**src/rtl/sequential_divider_if.sv**
```systemverilog
// Command/operand/result bundle for the sequential divider.
// The master side issues commands; the slave side is the divider.
interface sequential_divider_if #(
    parameter int p_data_width = 7
);
    logic [2*p_data_width-1:0] i_w_dividend;
    logic [p_data_width-1:0]   i_w_divisor;
    logic                      i_w_write;
    logic                      i_w_divide;
    logic                      i_w_display;
    logic [p_data_width-1:0]   o_w_quotient;
    logic [p_data_width-1:0]   o_w_remainder;
    logic                      o_w_busy;
    logic                      o_w_done;
    logic                      o_w_error;

    modport master (
        output i_w_dividend, i_w_divisor, i_w_write, i_w_divide, i_w_display,
        input  o_w_quotient, o_w_remainder, o_w_busy, o_w_done, o_w_error
    );

    modport slave (
        input  i_w_dividend, i_w_divisor, i_w_write, i_w_divide, i_w_display,
        output o_w_quotient, o_w_remainder, o_w_busy, o_w_done, o_w_error
    );
endinterface

```
**src/rtl/sequential_divider.sv**
```systemverilog
// Restoring divider: 2W-bit dividend / W-bit divisor, one quotient bit per clock.
// Results are gated onto the outputs only while display is requested in DONE.
module sequential_divider #(
    parameter int p_data_width = 7
) (
    input logic                i_w_clk,
    input logic                i_w_reset,
    sequential_divider_if.slave bus
);
    localparam int W  = p_data_width;
    localparam int CW = $clog2(W + 1);
    localparam logic [CW-1:0] c_iterations = CW'(W);

    typedef enum logic [1:0] {
        IDLE,
        LOADED,
        BUSY,
        DONE
    } state_t;

    state_t          state;
    logic [2*W-1:0]  dividend_q;
    logic [W-1:0]    divisor_q;
    logic [W-1:0]    rem_q;
    logic [W-1:0]    quo_q;
    logic [CW-1:0]   count_q;
    logic            error_q;

    logic [W:0]      trial;
    logic            trial_ok;

    // NOTE: always_comb assigns every output first so no path leaves a latch.
    always_comb begin
        trial    = '0;
        trial    = {rem_q, quo_q[W-1]} - {1'b0, divisor_q};
        trial_ok = ~trial[W];
    end

    // NOTE: all state below uses non-blocking assignments so every register
    // samples the pre-edge values, independent of statement order.
    always_ff @(posedge i_w_clk) begin
        if (!i_w_reset) begin
            state      <= IDLE;
            dividend_q <= '0;
            divisor_q  <= '0;
            rem_q      <= '0;
            quo_q      <= '0;
            count_q    <= '0;
            error_q    <= 1'b0;
        end else begin
            case (state)
                IDLE: begin
                    if (bus.i_w_write) begin
                        dividend_q <= bus.i_w_dividend;
                        divisor_q  <= bus.i_w_divisor;
                        state      <= LOADED;
                    end
                end

                LOADED, DONE: begin
                    if (bus.i_w_write) begin
                        dividend_q <= bus.i_w_dividend;
                        divisor_q  <= bus.i_w_divisor;
                        error_q    <= 1'b0;
                        state      <= LOADED;
                    end else if (bus.i_w_divide) begin
                        // A high half >= divisor means the quotient cannot fit in W bits.
                        if (divisor_q == '0 || dividend_q[2*W-1:W] >= divisor_q) begin
                            rem_q   <= '0;
                            quo_q   <= '0;
                            error_q <= 1'b1;
                            state   <= DONE;
                        end else begin
                            rem_q   <= dividend_q[2*W-1:W];
                            quo_q   <= dividend_q[W-1:0];
                            count_q <= c_iterations;
                            error_q <= 1'b0;
                            state   <= BUSY;
                        end
                    end
                end

                BUSY: begin
                    if (trial_ok) begin
                        rem_q <= trial[W-1:0];
                        quo_q <= {quo_q[W-2:0], 1'b1};
                    end else begin
                        rem_q <= {rem_q[W-2:0], quo_q[W-1]};
                        quo_q <= {quo_q[W-2:0], 1'b0};
                    end
                    count_q <= count_q - 1'b1;
                    if (count_q == CW'(1)) begin
                        state <= DONE;
                    end
                end

                default: state <= IDLE;
            endcase
        end
    end

    assign bus.o_w_busy      = (state == BUSY);
    assign bus.o_w_done      = (state == DONE);
    assign bus.o_w_error     = (state == DONE) && error_q;
    assign bus.o_w_quotient  = (state == DONE && bus.i_w_display) ? quo_q : '0;
    assign bus.o_w_remainder = (state == DONE && bus.i_w_display) ? rem_q : '0;
endmodule

```
**src/flat_wrapper.sv**
```systemverilog
// flat-port wrapper written by rule: the top's interface ports become plain ports
module sequential_divider_flat 
#(
    parameter int p_data_width = 7
)
  (i_w_clk, i_w_reset, bus_i_w_dividend, bus_i_w_divisor, bus_i_w_write, bus_i_w_divide, bus_i_w_display, bus_o_w_quotient, bus_o_w_remainder, bus_o_w_busy, bus_o_w_done, bus_o_w_error);
  sequential_divider_if #(.p_data_width(p_data_width)) bus_i ();
  input logic i_w_clk;
  input logic i_w_reset;
  input wire logic [$bits(bus_i.i_w_dividend)-1:0] bus_i_w_dividend;
  input wire logic [$bits(bus_i.i_w_divisor)-1:0] bus_i_w_divisor;
  input wire logic [$bits(bus_i.i_w_write)-1:0] bus_i_w_write;
  input wire logic [$bits(bus_i.i_w_divide)-1:0] bus_i_w_divide;
  input wire logic [$bits(bus_i.i_w_display)-1:0] bus_i_w_display;
  output wire logic [$bits(bus_i.o_w_quotient)-1:0] bus_o_w_quotient;
  output wire logic [$bits(bus_i.o_w_remainder)-1:0] bus_o_w_remainder;
  output wire logic [$bits(bus_i.o_w_busy)-1:0] bus_o_w_busy;
  output wire logic [$bits(bus_i.o_w_done)-1:0] bus_o_w_done;
  output wire logic [$bits(bus_i.o_w_error)-1:0] bus_o_w_error;
  assign bus_i.i_w_dividend = bus_i_w_dividend;
  assign bus_i.i_w_divisor = bus_i_w_divisor;
  assign bus_i.i_w_write = bus_i_w_write;
  assign bus_i.i_w_divide = bus_i_w_divide;
  assign bus_i.i_w_display = bus_i_w_display;
  assign bus_o_w_quotient = bus_i.o_w_quotient;
  assign bus_o_w_remainder = bus_i.o_w_remainder;
  assign bus_o_w_busy = bus_i.o_w_busy;
  assign bus_o_w_done = bus_i.o_w_done;
  assign bus_o_w_error = bus_i.o_w_error;
  sequential_divider #(.p_data_width(p_data_width)) u_core (.i_w_clk(i_w_clk), .i_w_reset(i_w_reset), .bus(bus_i));
endmodule
```
**config.mk**
```make
export PLATFORM = sky130hd
export DESIGN_NAME = sequential_divider_flat
export DESIGN_NICKNAME = d
export VERILOG_FILES = /design/src/rtl/sequential_divider_if.sv /design/src/rtl/sequential_divider.sv /design/src/flat_wrapper.sv
export SDC_FILE = /design/constraint.sdc
export NUM_CORES = 1
export LEC_CHECK = 0
export ABC_AREA = 0
export CORE_ASPECT_RATIO = 0.5
export CORE_MARGIN = 2
export CORE_UTILIZATION = 49
export CTS_BUF_LIST = sky130_fd_sc_hd__clkbuf_4
export DETAILED_ROUTE_END_ITERATION = 12
export PLACE_DENSITY_LB_ADDON = 0.2
export SLEW_MARGIN = 20
export SYNTH_ARGS = -nofsm -noshare
export SYNTH_HDL_FRONTEND = slang
export SYNTH_SLANG_ARGS = --single-unit
export TNS_END_PERCENT = 100
```
**constraint.sdc**
```tcl
create_clock -name i_w_clk -period 2.2 [get_ports i_w_clk]
set_clock_uncertainty 0.05 [all_clocks]
set_input_delay 0.22 -clock i_w_clk [delete_from_list [all_inputs] [get_ports i_w_clk]]
set_output_delay 0.22 -clock i_w_clk [all_outputs]
set_load 0.05 [all_outputs]
```
==> summary.txt <==
Layout
  • Area growth syn-to-layout: 40.5%
  • Diode count: 0
  • Final instance count without filler cells: 438
  • FF+latch area: 831 um2
  • Commonest non-fill, non-tap cell in the layout: nand2_1
  • Layout cell share with drive strength beyond 1: 0.204
  • Nets: 410
  • Commonest non-fill, non-tap cells in the layout: nand2_1, a21oi_1, dfxtp_1
  • Final instance area: 3410 um2
  • Number of fillers in the final layout: between 300 and 400
  • Area of the multi-input gates: about 1600 um2

CTS
  • Skew-Pair Late Insertion Delay: 0.36 ns
  • CTS Buffer Depth: 2
  • Clock transition at the registers of the reported paths: 0.13 ns
  • H-tree depth: 2
  • Clk sinks: 41
  • TritonCTS Buffers: 5
  • Root Buffer: clkbuf_4
  • CTS tree: yes

Critical path
  • FF-to-FF Start: u_core.divisor_q[1]
  • Worst setup path endpoint: u_core.rem_q[2]
  • Crit path kind: reg -> reg
  • CP peak stage delay: 0.36 ns
  • FF-to-FF path depth: 9
  • Crit path max fanout: 8
  • Reg2reg setup slack: -0.001 ns
  • Crit path buf inv count: 3
  • Crit-path slowest cell: dfxtp_2
  • Critical path, cell by cell: inv_2 -> ha_4 -> nor2b_4 -> o31a_1 -> buf_4 -> o41ai_4 -> buf_6 -> nor3_1 -> o32ai_1
  • Worst setup path start: u_core.divisor_q[1]
  • Crit path required time: 2.41 ns
  • Reg-to-reg critical path endpoint: u_core.rem_q[2]
  • CP top delay family: compound AO/OA/AOI/OAI gates
  • Worst Path Arrival: between 2 and 2.5 ns
  • CP endpoint kind: register
  • Levels on crit path: 9
  • Setup crit start kind: register

Global route
  • Initial antenna violation count: 0
  • Total GRT Usage: 0.248
  • Largest net degree at the start of global routing: 22
  • Gr ovfl total: 0
  • Vias in the first global route: 2,288
  • First-pass GRT wire length: roughly 11,000 um

Placed design
  • Routability cong.: 0.848
  • Post-DP HPWL: 4890 um
  • Placed insts: 425
  • Placement Cell Area: 3180 um2
  • Port Buffers: 42

Synthesis
  • Post-synth EDFFs: 0
  • Ys Warns: 0
  • Synth Cell Area: about 2400 um2
  • Synth Net Count: 352
  • Synthesized instance count: about 300
  • Syn_area_per_cell: 7.86 um2
  • Synth top area share: 0.338
  • Synth Flop Type: dfxtp_1
  • #FFs+latches synth: 41
  • Cell taking the most area after synthesis: dfxtp_1
  • Share of synthesized registers carrying an async set or reset: 0
  • Post-synthesis sequential area ratio: 0.338
  • Ranking of synthesized cells by area: dfxtp_1, a21oi_1, ha_1, nand2_1, and2_1
  • Unique masters post-synth: 48

Power and ir drop
  • Comb pwr share: 0.325
  • PD cells: 592 nW/um2
  • Design Power: 2.02 mW
  • Net Sw Power: about 0.65 mW
  • Clk pwr share: 0.258
  • VDD IR max: 0.000329 V
  • Switching Share: 0.324
  • Int Power: 1.37 mW
  • P_leak: between 1 and 1.5 nW
  • Part of the power in registers: 0.417

Floorplan
  • Core Region: 4840 um2
  • I/O pins: 43
  • Row cnt: 18
  • Die Y: between 50 and 60 um
  • Starting density of the core: 0.502
  • Die Area: 5570 um2
  • Die X: 104 um

STA
  • Slew headroom: 0.508
  • Final setup viols: 1
  • Fin Setup TNS: -0.00117 ns
  • Hold Worst Slack: 0.337 ns
  • Actual slew at the worst max-slew pin: 0.736 ns
  • FMAX: between 400 and 500 MHz
  • Final hold vios: 0
  • Post-layout min period: 2.20 ns
  • Fin. max-slew vios: 0
  • Final WS setup: -0.00117 ns
  • RSZ-0062 raised after global routing: yes
  • Final period util: 1.00

Route
  • WL/cell: around 15 um
  • Routed WL: about 6700 um
  • DRC Markers: 0
  • Vias: around 2,500
  • Post-DRT Antenna Nets: 0
  • Routed vias/inst: between 5 and 6
  • 1st-pass router iterations: 5
  • Starting DRC count in detailed routing: between 100 and 150

Outcome
  • Failing checks: negative setup slack
  • Status: finished with violations

Worst hold path
  • HP Class: in -> reg

Job
  • MaxCap Viol Count: 0
## final cells by class
class | instances | share of cell area
Inverter | 15 | 0.0165
Timing Repair Buffer | 69 | 0.232
Clock buffer | 6 | 0.0132
Clock inverter | 2 | 0.0114
Sequential cell | 41 | 0.243
Multi-Input combinational cell | 235 | 0.457
Tap cell | 70 | 0.0257
## what timing repair did
item | in CTS | in global routing
gates resized for setup | 2 | 26
hold buffers | 0 | 0
pin swaps | 0 | 11
setup buffers | 1 | 3
endpoints found under the setup margin | 2 | 8
gates cloned | 0 | 1
## worst register-to-register path, cell delays in order, from the launching register on
cell and delay [ns]:
dfxtp_2 0.36, inv_2 0.05, ha_4 0.20, nor2b_4 0.12, o31a_1 0.33, buf_4 0.16, o41ai_4 0.33, buf_6 0.19
nor3_1 0.06, o32ai_1 0.25
## how the worst min path moves through the flow
stage / start / to / slack, ns / depth (start not counted)
finish: bus_i_w_dividend[5] / u_core.dividend_q[5] / 0.34 / 3
global route: bus_i_w_dividend[10] / u_core.dividend_q[10] / 0.32 / 3
CTS: bus_i_w_dividend[9] / u_core.dividend_q[9] / 0.33 / 3
detailed placement: u_core.divisor_q[3] / u_core.divisor_q[3] / 0.40 / 2
global placement: u_core.error_q / u_core.error_q / 0.39 / 2
floorplan: bus_i_w_write / u_core.state[1] / 0.27 / 1
## metrics by stage
stage,util,setup WS (ns)
floorplan,-,0.129
global placement,0.657,0.0121
detailed placement,0.657,0.00370
CTS,0.676,0.00239
global route,0.705,-0.0647
finish,0.705,-0.00117
## layer usage
| metal | up-vias | track usage | wire, um |
|---|---|---|---|
| li1 | 1220 | - | - |
| met3 | 4 | 0.0496 | 319 |
| met1 | 1165 | 0.321 | 3220 |
| met5 | - | 0 | 0 |
| met4 | 0 | 0.0856 | 12 |
| met2 | 75 | 0.430 | 3200 |
## Yosys cell counts (all sizes together) (2+ instances only)
cell	count
o22a	2
buf	6
o32ai	5
nor2	10
nand3	10
a22oi	5
a41oi	2
o21a	6
dfxtp	41
and3b	2
nand2	49
o31a	2
o211ai	5
inv	14
or3	4
a21oi	42
nor2b	4
a211oi	4
clkbuf	12
a31oi	3
nor3	9
ha	16
and2	17
o21ai	10
nand2b	7
and3	6
## flip-flops by register name, indices dropped and copies added, names as in the netlist
register,cells
u_core.count_q,3
u_core.dividend_q,14
u_core.divisor_q,7
u_core.error_q,1
u_core.quo_q,7
u_core.rem_q,7
u_core.state,2
## power by group through the flow
| stage | Clock, mW | Sequential [mW] | Combinational [mW] |
|---|---|---|---|
| floorplan | 0 | 0.840 | 0.382 |
| global placement | 0 | 0.853 | 0.574 |
| detailed placement | 0 | 0.855 | 0.586 |
| CTS | 0.526 | 0.838 | 0.595 |
| global route | 0.570 | 0.847 | 0.720 |
| finish | 0.521 | 0.843 | 0.656 |
## kinds of logic after synthesis
kind of cell    Yosys count  synth area share
simple gates            121             0.248
compound gates           97             0.266
flops                    41             0.338
buf+inv                  33            0.0572
fa+ha+maj                17            0.0907
(Power assumes the default switching activity.)
